`src/rtl/sqw_meas.sv`:
```
// sqw_meas: measures the period and high time of a square wave on sig_in,
// counted in clk cycles, with saturation-based timeout.
// Optional feature: define SQW_MEAS_CONT_EN for continuous measurement
// (every period after the first accepted start produces a done pulse).
module sqw_meas #(
    parameter int CNT_W = 16
) (
    input  logic             clk,
    input  logic             rst_n,
    input  logic             sig_in,
    input  logic             start,
    output logic             busy,
    output logic             done,
    output logic [CNT_W-1:0] period_cnt,
    output logic [CNT_W-1:0] high_cnt,
    output logic             err_timeout
);

    typedef enum logic [2:0] {
        IDLE,
        WAIT_RISE,
        MEAS_HIGH,
        MEAS_LOW,
        DONE
    } state_t;

    typedef enum logic [1:0] {
        CNT_HOLD,
        CNT_CLEAR,
        CNT_LOAD1,
        CNT_INC
    } cnt_op_t;

    localparam logic [CNT_W-1:0] CNT_MAX  = {CNT_W{1'b1}};
    localparam logic [CNT_W-1:0] CNT_ONE  = {{(CNT_W-1){1'b0}}, 1'b1};
    localparam logic [CNT_W-1:0] CNT_NEAR = CNT_MAX - CNT_ONE;

    state_t          state;
    state_t          state_next;
    cnt_op_t         cnt_op;
    logic [CNT_W-1:0] cnt;
    logic [CNT_W-1:0] cnt_inc;
    logic [2:0]      sync_q;
    logic            rise;
    logic            fall;
    logic            sat;
    logic            cap_high;
    logic            cap_period;
    logic            cap_timeout;

    // Two-flop synchronizer plus one extra flop for edge detection.
    always_ff @(posedge clk or negedge rst_n) begin
        if (!rst_n) begin
            sync_q <= '0;
        end else begin
            sync_q <= {sync_q[1:0], sig_in};
        end
    end

    assign rise = sync_q[1] & ~sync_q[2];
    assign fall = ~sync_q[1] & sync_q[2];

    // The next increment would land on the saturation value: treat as timeout.
    assign sat     = (cnt >= CNT_NEAR);
    assign cnt_inc = (cnt == CNT_MAX) ? cnt : cnt + CNT_ONE;

    // State register.
    always_ff @(posedge clk or negedge rst_n) begin
        if (!rst_n) begin
            state <= IDLE;
        end else begin
            state <= state_next;
        end
    end

    // Next-state logic and datapath control strobes.
    always_comb begin
        state_next  = state;
        cnt_op      = CNT_HOLD;
        cap_high    = 1'b0;
        cap_period  = 1'b0;
        cap_timeout = 1'b0;
        case (state)
            IDLE: begin
                if (start) begin
                    state_next = WAIT_RISE;
                    cnt_op     = CNT_CLEAR;
                end
            end
            WAIT_RISE: begin
                if (sat) begin
                    state_next  = DONE;
                    cnt_op      = CNT_INC;
                    cap_timeout = 1'b1;
                end else if (rise) begin
                    state_next = MEAS_HIGH;
                    cnt_op     = CNT_LOAD1;
                end else begin
                    cnt_op = CNT_INC;
                end
            end
            MEAS_HIGH: begin
                cnt_op = CNT_INC;
                if (sat) begin
                    state_next  = DONE;
                    cap_timeout = 1'b1;
                end else if (fall) begin
                    state_next = MEAS_LOW;
                    cap_high   = 1'b1;
                end
            end
            MEAS_LOW: begin
                if (sat) begin
                    state_next  = DONE;
                    cnt_op      = CNT_INC;
                    cap_timeout = 1'b1;
                end else if (rise) begin
                    state_next = DONE;
                    cap_period = 1'b1;
`ifdef SQW_MEAS_CONT_EN
                    // This rise starts the next period; count it from here so
                    // the DONE cycle is not lost from the next measurement.
                    cnt_op     = CNT_LOAD1;
`else
                    cnt_op     = CNT_HOLD;
`endif
                end else begin
                    cnt_op = CNT_INC;
                end
            end
            DONE: begin
`ifdef SQW_MEAS_CONT_EN
                if (!err_timeout) begin
                    state_next = MEAS_HIGH;
                    cnt_op     = CNT_INC;
                end else if (start) begin
                    state_next = WAIT_RISE;
                    cnt_op     = CNT_CLEAR;
                end else begin
                    state_next = IDLE;
                end
`else
                if (start) begin
                    state_next = WAIT_RISE;
                    cnt_op     = CNT_CLEAR;
                end else begin
                    state_next = IDLE;
                end
`endif
            end
            default: begin
                state_next = IDLE;
            end
        endcase
    end

    // Moore outputs decoded from the current state.
    always_comb begin
        busy = 1'b0;
        done = 1'b0;
        case (state)
            WAIT_RISE, MEAS_HIGH, MEAS_LOW: busy = 1'b1;
            DONE:                           done = 1'b1;
            default: begin
                busy = 1'b0;
                done = 1'b0;
            end
        endcase
    end

    // Cycle counter.
    always_ff @(posedge clk or negedge rst_n) begin
        if (!rst_n) begin
            cnt <= '0;
        end else begin
            case (cnt_op)
                CNT_CLEAR: cnt <= '0;
                CNT_LOAD1: cnt <= CNT_ONE;
                CNT_INC:   cnt <= cnt_inc;
                default:   cnt <= cnt;
            endcase
        end
    end

    // Result registers; they hold between done pulses.
    always_ff @(posedge clk or negedge rst_n) begin
        if (!rst_n) begin
            period_cnt  <= '0;
            high_cnt    <= '0;
            err_timeout <= 1'b0;
        end else if (cap_timeout) begin
            period_cnt  <= CNT_MAX;
            high_cnt    <= CNT_MAX;
            err_timeout <= 1'b1;
        end else begin
            if (cnt_op == CNT_CLEAR) begin
                err_timeout <= 1'b0;
            end
            if (cap_high) begin
                high_cnt <= cnt;
            end
            if (cap_period) begin
                period_cnt <= cnt;
            end
        end
    end

endmodule

```
`config.mk`:
```
export PLATFORM = sky130hd
export DESIGN_NAME = sqw_meas
export DESIGN_NICKNAME = d
export VERILOG_FILES = /design/src/rtl/sqw_meas.sv
export SDC_FILE = /design/constraint.sdc
export NUM_CORES = 1
export LEC_CHECK = 0
export ABC_AREA = 1
export ABC_CLOCK_PERIOD_IN_PS = 1860
export CORE_ASPECT_RATIO = 1.4
export CORE_MARGIN = 2
export CORE_UTILIZATION = 47
export DETAILED_ROUTE_END_ITERATION = 8
export PLACE_DENSITY_LB_ADDON = 0.08
export SYNTH_ARGS = -nofsm -noshare
export SYNTH_HDL_FRONTEND = slang
export SYNTH_SLANG_ARGS = --single-unit
```
`constraint.sdc`:
```
create_clock -name clk -period 1.86 [get_ports clk]
set_input_delay 0.186 -clock clk [delete_from_list [all_inputs] [get_ports clk]]
set_output_delay 0.186 -clock clk [all_outputs]
set_load 0.02 [all_outputs]
```
==> impl_metrics.json, run 1 <==
{
  "syn_to_final_growth_pct": 31.1,
  "hpwl_mm": 4.93,
  "crit_buf_inv": 3,
  "num_rows": 33,
  "cts_tree": "done",
  "worst_pin_slew_ns": 0.594,
  "status": "complete, no violations",
  "finalCritPeriodShare": 0.968,
  "syn_nets": 340,
  "antenna_found_initial": 0,
  "boundaryPins": 39,
  "die_area_mm2": 0.00654,
  "slew_headroom": 0.601,
  "hold_class": "in -> reg",
  "clock-sinks": 55,
  "fin_setup_tns_ns": 0,
  "p_leak_nw": 1.72,
  "clk_latency_ns": 0.30,
  "h-tree-depth": 2,
  "core-area_mm2": 0.00578,
  "finalHoldViolations": 0,
  "io_buffers": 38,
  "post-place-ws_ns": 0.0482,
  "cts_buffer_depth": 2,
  "rsz0062_at_grt": "yes",
  "syn_area_mm2": 0.00277,
  "clk_pin_slew_worst_paths_ns": 0.10,
  "die_w_um": 68.9,
  "clock_tree.root_cell": "clkbuf_8",
  "drt_iter0_drc": 157,
  "arrival_ns": 2.05,
  "endpoint_kind": "flip-flop",
  "start_kind": "flip-flop",
  "ys_warn_count": 0,
  "synth_top_area_share": 0.496,
  "grt_pass1_wl_mm": 10.4,
  "ys_ff_latch": 55,
  "power_density_mw_per_mm2": 1540,
  "initial_core_util": 0.480,
  "final_common_cell": "nor2_1",
  "setup_viol": 0,
  "worst_path_most_repeated_cell": "nand2_4",
  "final_layout_size_suffix_gt1_frac": 0.168,
  "synthTopCellsByArea": "dfrtp_1, nor2_1, nand2_1",
  "via_per_inst": 5.12,
  "grtUsageTotal": 0.219,
  "grt-ovfl-total": 0,
  "drv_slew": 0,
  "yosys.area.top_type": "dfrtp_1",
  "slowest_stage": "dfrtp_1",
  "post_drt_wl_per_cell_um": 14.5,
  "max_freq_mhz": 555,
  "seq_area_frac_synth": 0.496,
  "crit_fanout": 4,
  "maxCapViolations": 0,
  "dr.pass1.iters": 4,
  "die_h_um": 94.9,
  "grt_pass1_vias": 2248,
  "gp_congestion": 0.875,
  "stdcell_count": 474,
  "crit_chain": "inv_2 -> ha_4 -> nor2_2 -> nor2_2 -> nand2_4 -> o21ai_4 -> nand2_4 -> buf_4 -> nand2_4 -> buf_4 -> nand3_1 -> nand2_1",
  "via_count": 2429,
  "syn_inst": 334,
  "totalWireLength_mm": 6.88,
  "cts_made_buffers": 5,
  "antenna_left": 0,
  "worstPathRequired_ns": 2.11,
  "drc_errors": 0,
  "dp_cells": 460,
  "grt_max_degree": 34,
  "crit_type": "reg -> reg",
  "ys_types": 27,
  "period_minus_slack_ns": 1.80,
  "final_cell_mix": "nor2_1, nand2_1, dfrtp_1",
  "finalClockSkew_ns": 0.00180,
  "slowest_delay_ns": 0.40,
  "antenna_cells": 0,
  "crit_family": "simple AND/OR/NAND/NOR gates",
  "peakVddDrop_uv": 778,
  "syn_avg_cell_area_um2": 8.31,
  "nets": 409,
  "finalWorstSetupSlack_ns": 0.0597
}
-- metrics by stage --
stage | area, um^2 | hold slack (ns) | utilization | total power [mW]
after floorplan | 2770 | -0.110 | - | 3.51
after global placement | 3390 | 0.203 | 0.587 | 4.61
after detailed placement | 3390 | 0.204 | 0.587 | 4.64
after CTS | 3490 | 0.307 | 0.604 | 5.33
after global routing | 3640 | 0.285 | 0.629 | 6.02
final | 3640 | 0.314 | 0.629 | 5.62
-- cell type report --
class / count / area (um^2)
multi-input combinational: 236 / 1290
clock buffer: 6 / 72.6
fill: 495 / 2140
clock inverter: 2 / 17.5
sequential: 55 / 1380
timing repair buffer: 70 / 664
tap: 70 / 87.6
inverter: 35 / 131
-- what timing repair did --
| action | 4_1_cts | 5_1_grt |
|---|---|---|
| pin swaps | 0 | 12 |
| setup buffers | 0 | 3 |
| resized for setup | 1 | 22 |
| cloned | 0 | 2 |
| hold buffers | 1 | 0 |
| endpoints found under the setup margin | 1 | 44 |
| endpoints found under the hold margin | 22 | 0 |
-- synth_stat cells --
cell type and n:
clkbuf_8 1, ha_1 2, nand2_1 55, xor2_1 8, o21ai_2 2, nand2_4 7
buf_4 2, nand3_2 1, o21ai_4 1, inv_2 1, inv_1 34, nor3_1 14
nand2_2 3, nor2_4 2, nor4_1 2, o21ai_0 3, xnor2_1 1, or2_1 1
nor2_1 70, nor2_2 1, buf_2 3, buf_6 3, a21oi_1 20, nand4_1 17
buf_8 1, dfrtp_1 55, nand3_1 24
-- routing by layer --
layer / part of all wire / vias up / GRT usage
met5: 0 / - / 0
met4: 0.036 / 0 / 0.0931
met3: 0.037 / 16 / 0.0381
met2: 0.53 / 61 / 0.385
met1: 0.40 / 1136 / 0.254
li1: - / 1216 / -
-- cells by family (layout without fill, tap and decap cells) --
logic type      after synthesis  after routing  share of synthesized area
xor+xnor                      9              9                     0.0284
compound gates               26             26                     0.0537
flops                        55             55                      0.496
fa+ha+maj                     2              2                    0.00902
buf+inv                      45            113                     0.0807
simple gates                197            199                      0.332
-- worst paths after layout --
kind,depth (start not counted),startpoint,to,slack [ns]
hold reg to reg,0,sync_q[0],sync_q[1],0.37
min in group asynchronous,2,rst_n,state[1],0.40
setup reg to reg,12,cnt[0],cnt[6],0.06
setup / recovery,12,cnt[0],cnt[6],0.06
max in group asynchronous,3,rst_n,cnt[8],0.89
hold / removal,1,sig_in,sync_q[0],0.31
-- power by group --
group | internal, mW | total [mW] | switching (mW)
logic | 1.33 | 3.06 | 1.73
clock network | 0.272 | 0.677 | 0.405
registers | 1.62 | 1.88 | 0.268
total | 3.22 | 5.62 | 2.40
-- registers in the layout (all words and copies together), names as in the netlist --
name and flops:
cnt 16, high_cnt 16, period_cnt 16, state 3, sync_q 3, err_timeout 1
Note: power is estimated with default switching activity, not from simulation.
==> run 2, diff against run 1 <==
--- a/config.mk
+++ b/config.mk
@@ -8,7 +8,7 @@
 export ABC_AREA = 1
 export ABC_CLOCK_PERIOD_IN_PS = 1860
 export CORE_ASPECT_RATIO = 1.4
-export CORE_MARGIN = 2
+export CORE_MARGIN = 3
 export CORE_UTILIZATION = 47
 export DETAILED_ROUTE_END_ITERATION = 8
 export PLACE_DENSITY_LB_ADDON = 0.08
==> impl_metrics.json, run 2 (synthesis gave the netlist of run 1 again) <==
{
  "status": "complete, but fails checks",
  "violations": "negative hold slack",
  "hold_class": "in -> async",
  "die_area_mm2": 0.00687,
  "num_rows": 32,
  "setup_viol": 0,
  "gp_congestion": 0.931,
  "rsz0062_at_grt": "yes",
  "regToRegEndpoint": "cnt[12]",
  "crit_type": "reg -> reg",
  "period_minus_slack_ns": 1.76,
  "stdcell_count": 477,
  "die_h_um": 96.9,
  "finalClockSkew_ns": 0.00710,
  "fin_setup_tns_ns": 0,
  "antenna_found_initial": 0,
  "endpoint_kind": "flip-flop",
  "post_drt_wl_per_cell_um": 14.8,
  "maxCapViolations": 0,
  "final_cell_mix": "nor2_1, dfrtp_1, nand2_1",
  "power_density_mw_per_mm2": 1560,
  "final_core_util": 0.660,
  "worst_pin_slew_ns": 0.689,
  "p_total_mw": 5.76,
  "hpwl_mm": 4.82,
  "clk_latency_ns": 0.31,
  "boundaryPins": 39,
  "dr.pass1.iters": 4,
  "via_count": 2476,
  "h-tree-depth": 2,
  "syn_to_final_growth_pct": 33.3,
  "arrival_ns": 2.02,
  "grt-ovfl-total": 0,
  "grt_pass1_vias": 2377,
  "die_w_um": 70.9,
  "place_area_mm2": 0.00335,
  "antenna_cells": 0,
  "clock-sinks": 55,
  "cts_tree": "done",
  "via_per_inst": 5.19,
  "cts_made_buffers": 5,
  "finalCritPeriodShare": 0.945,
  "drt_iter0_drc": 104,
  "antenna_left": 0,
  "drv_slew": 0,
  "finalWorstSetupSlack_ns": 0.102,
  "p_leak_nw": 1.76,
  "crit_fanout": 5,
  "rr_worst_depth": 11,
  "clk_pin_slew_worst_paths_ns": 0.10,
  "core-area_mm2": 0.00561,
  "peakVddDrop_uv": 990,
  "dp_cells": 455,
  "drc_errors": 0,
  "post-place-ws_ns": 0.0790,
  "initial_core_util": 0.495,
  "start_kind": "flip-flop",
  "clock_tree.root_cell": "clkbuf_8",
  "max_freq_mhz": 569,
  "grt_max_degree": 56,
  "grtUsageTotal": 0.200,
  "nets": 414,
  "worstPathRequired_ns": 2.12,
  "final_layout_size_suffix_gt1_frac": 0.193,
  "r2r_slack_ns": 0.10,
  "cts_buffer_depth": 2,
  "totalWireLength_mm": 7.06,
  "final_area_mm2": 0.00370,
  "reg2reg_from": "cnt[0]",
  "reg.largest.list": "cnt: 16 flops, high_cnt: 16 flops, period_cnt: 16 flops",
  "fin_hold_ws_ns": -0.0118,
  "finalHoldViolations": 9,
  "n_fill_cell": 498,
  "final_common_cell": "nor2_1",
  "io_buffers": 38,
  "cts_hold_buf": 0,
  "slew_headroom": 0.541,
  "grt_pass1_wl_mm": 11.0
}
[run 2: cell types whose count changed in the layout (fill, tap and decap cells not counted), sizes merged]
cell / before / now
buf: 32 / 36
clkbuf: 6 / 7
dlygate4sd3: 1 / 0
inv: 35 / 36
[run 2: final cells by class]
| cell class | count | area, um^2 | area share |
|---|---|---|---|
| Clock buffer | 5 | 68.8 | 0.0186 |
| Clock inverter | 3 | 22.5 | 0.00609 |
| Inverter | 35 | 131 | 0.0355 |
| Multi-Input combinational cell | 236 | 1300 | 0.351 |
| Sequential cell | 55 | 1380 | 0.372 |
| Tap cell | 68 | 85.1 | 0.0230 |
| Timing Repair Buffer | 75 | 714 | 0.193 |
[run 2: per-layer routing]
layer | part of all wire | global-route usage | routed length [um]
met1 | 0.40 | 0.231 | 2820
met2 | 0.54 | 0.362 | 3830
met3 | 0.036 | 0.0353 | 255
met4 | 0.022 | 0.0738 | 156
met5 | 0 | 0 | 0
[run 2: how the worst max path moves through the flow]
stage,start,slack (ns),endpoint
after floorplan,cnt[0],0.04,high_cnt[3]
after global placement,cnt[0],0.12,cnt[8]
after detailed placement,cnt[0],0.08,cnt[12]
after CTS,state[0],0.03,busy
after global routing,cnt[1],-0.03,cnt[6]
final,cnt[0],0.10,cnt[12]
[run 2: what timing repair did]
item,CTS,global route
setup buffers,0,10
gates resized for setup,2,23
setup endpoints to repair,1,42
gates cloned,0,4
pin swaps,0,7
[run 2: worst max-delay path, stage by stage, from the launching register on]
cell,delay (ns)
dfrtp_1,0.41
inv_2,0.08
ha_4,0.14
nor2_2,0.04
nor2_2,0.11
nand2_4,0.08
o21ai_4,0.25
nand2_4,0.12
nand2_8,0.12
nand2_2,0.07
or2_1,0.22
nand2_1,0.07
[run 2: where the power goes]
group | switching, mW | internal [mW]
combinational | 1.78 | 1.43
clock | 0.416 | 0.271
sequential | 0.251 | 1.61
==> run 3, diff against run 2 <==
--- a/config.mk
+++ b/config.mk
@@ -7,8 +7,8 @@
 export LEC_CHECK = 0
 export ABC_AREA = 1
 export ABC_CLOCK_PERIOD_IN_PS = 1860
-export CORE_ASPECT_RATIO = 1.4
-export CORE_MARGIN = 3
+export CORE_ASPECT_RATIO = 1.2
+export CORE_MARGIN = 2
 export CORE_UTILIZATION = 47
 export DETAILED_ROUTE_END_ITERATION = 8
 export PLACE_DENSITY_LB_ADDON = 0.08
==> impl_metrics.json, run 3 (synthesis gave the netlist of run 1 again) <==
{
  "setup_viol": 0,
  "rr_worst_depth": 12,
  "peakVddDrop_uv": 764,
  "slew_headroom": 0.633,
  "drt_iter0_drc": 127,
  "r2r_slack_ns": 0.06,
  "via_per_inst": 4.98,
  "boundaryPins": 39,
  "num_rows": 30,
  "worstPathRequired_ns": 2.06,
  "grt_pass1_vias": 2201,
  "dr.pass1.iters": 4,
  "final_core_util": 0.635,
  "finalClockSkew_ns": 0.00483,
  "grtUsageTotal": 0.209,
  "final_common_cell": "nor2_1",
  "grt-ovfl-total": 0,
  "die_h_um": 88.2,
  "post_drt_wl_per_cell_um": 13.4,
  "crit_chain": "inv_1 -> ha_2 -> nor2_2 -> nor2_2 -> nand2_4 -> nor2_4 -> nor2_4 -> inv_4 -> o21ai_4 -> clkbuf_16 -> nor2_1 -> nor2_1",
  "holdPathStages": 1,
  "post-place-ws_ns": 0.0648,
  "drv_slew": 0,
  "slowest_stage": "dfrtp_1",
  "nets": 404,
  "hold_class": "in -> reg",
  "h-tree-depth": 2,
  "clock-sinks": 55,
  "io_buffers": 38,
  "die_w_um": 74.1,
  "period_minus_slack_ns": 1.80,
  "hpwl_mm": 4.57,
  "fin_hold_ws_ns": 0.310,
  "crit_buf_inv": 3,
  "clk_pin_slew_worst_paths_ns": 0.10,
  "final_cell_mix": "nor2_1, dfrtp_1, nand2_1",
  "max_freq_mhz": 555,
  "initial_core_util": 0.489,
  "die_area_mm2": 0.00653,
  "min-delay-start": "sig_in",
  "reg2reg_from": "cnt[0]",
  "via_count": 2385,
  "grt_pass1_wl_mm": 10.4,
  "clk_latency_ns": 0.31,
  "finalHoldViolations": 0,
  "grt_max_degree": 28,
  "p_leak_nw": 1.70,
  "antenna_found_initial": 0,
  "cts_tree": "done",
  "antenna_left": 0,
  "maxCapViolations": 0,
  "finalCritPeriodShare": 0.969,
  "totalWireLength_mm": 6.41,
  "slowest_delay_ns": 0.38,
  "gp_congestion": 0.854,
  "crit_type": "reg -> reg",
  "core-area_mm2": 0.00567,
  "whs_endpoint": "sync_q[0]",
  "cts_buffer_depth": 2,
  "arrival_ns": 2.00,
  "antenna_cells": 0,
  "cts_made_buffers": 5,
  "rsz0062_at_grt": "yes",
  "clock_tree.root_cell": "clkbuf_8",
  "crit_family": "simple AND/OR/NAND/NOR gates",
  "regToRegEndpoint": "high_cnt[1]",
  "crit_fanout": 13,
  "syn_to_final_growth_pct": 29.8,
  "final_layout_size_suffix_gt1_frac": 0.168,
  "power_density_mw_per_mm2": 1490,
  "start_kind": "flip-flop",
  "p_total_mw": 5.35,
  "endpoint_kind": "flip-flop",
  "reg.largest.list": "cnt: 16 flops, high_cnt: 16 flops, period_cnt: 16 flops",
  "finalWorstSetupSlack_ns": 0.0574,
  "status": "complete, no violations",
  "n_fill_cell": 508,
  "drc_errors": 0,
  "worst_pin_slew_ns": 0.550
}
[run 3: changes by cell type in the layout (fill, tap and decap cells not counted), sizes merged]
cell / before / now
buf: 36 / 27
clkinvlp: 0 / 1
dlygate4sd3: 0 / 1
inv: 36 / 35
nand2: 67 / 65
[run 3: through the flow]
step                      setup TNS [ns]  instances  area (um^2)
after floorplan                        0        334         2770
after global placement                 0        465         3370
after detailed placement               0        465         3370
after CTS                              0        474         3470
after global routing              -0.329        479         3600
final                                  0        479         3600
[run 3: how the worst max path moves through the flow]
stage                               end     start  cells past startpoint  slack, ns
after floorplan             high_cnt[3]    cnt[0]                     11       0.04
after global placement           cnt[7]    cnt[1]                      9       0.14
after detailed placement    high_cnt[8]    cnt[0]                     12       0.06
after CTS                          busy  state[0]                      3       0.01
after global routing      period_cnt[3]    cnt[0]                     11      -0.04
final                       high_cnt[1]    cnt[0]                     12       0.06
[run 3: final cells by class]
class | instances | area [um^2] | share of cell area
Sequential cell | 55 | 1380 | 0.382
Inverter | 35 | 134 | 0.0372
Multi-Input combinational cell | 234 | 1230 | 0.341
Clock inverter | 3 | 25.0 | 0.00695
Tap cell | 80 | 100 | 0.0278
Clock buffer | 5 | 68.8 | 0.0191
Timing Repair Buffer | 67 | 669 | 0.186
[run 3: per-layer routing]
metal,up-vias,track usage,part of all wire
met1,1116,0.284,0.46
met2,57,0.337,0.49
met5,-,0,0
met4,0,0.0661,0.013
met3,9,0.0403,0.039
li1,1203,-,-
[run 3: what timing repair did]
action	in CTS	in global routing
resized for setup	1	18
pin swaps	0	5
setup buffers	0	3
hold buffers	1	0
cloned	0	2
endpoints found under the setup margin	1	33
endpoints found under the hold margin	21	0
[run 3: where the power goes]
part	total (mW)	switching [mW]	leakage, nW	internal, mW
sequential	1.85	0.234	0.687	1.61
combinational	2.83	1.61	0.971	1.23
clock	0.666	0.396	0.0443	0.270
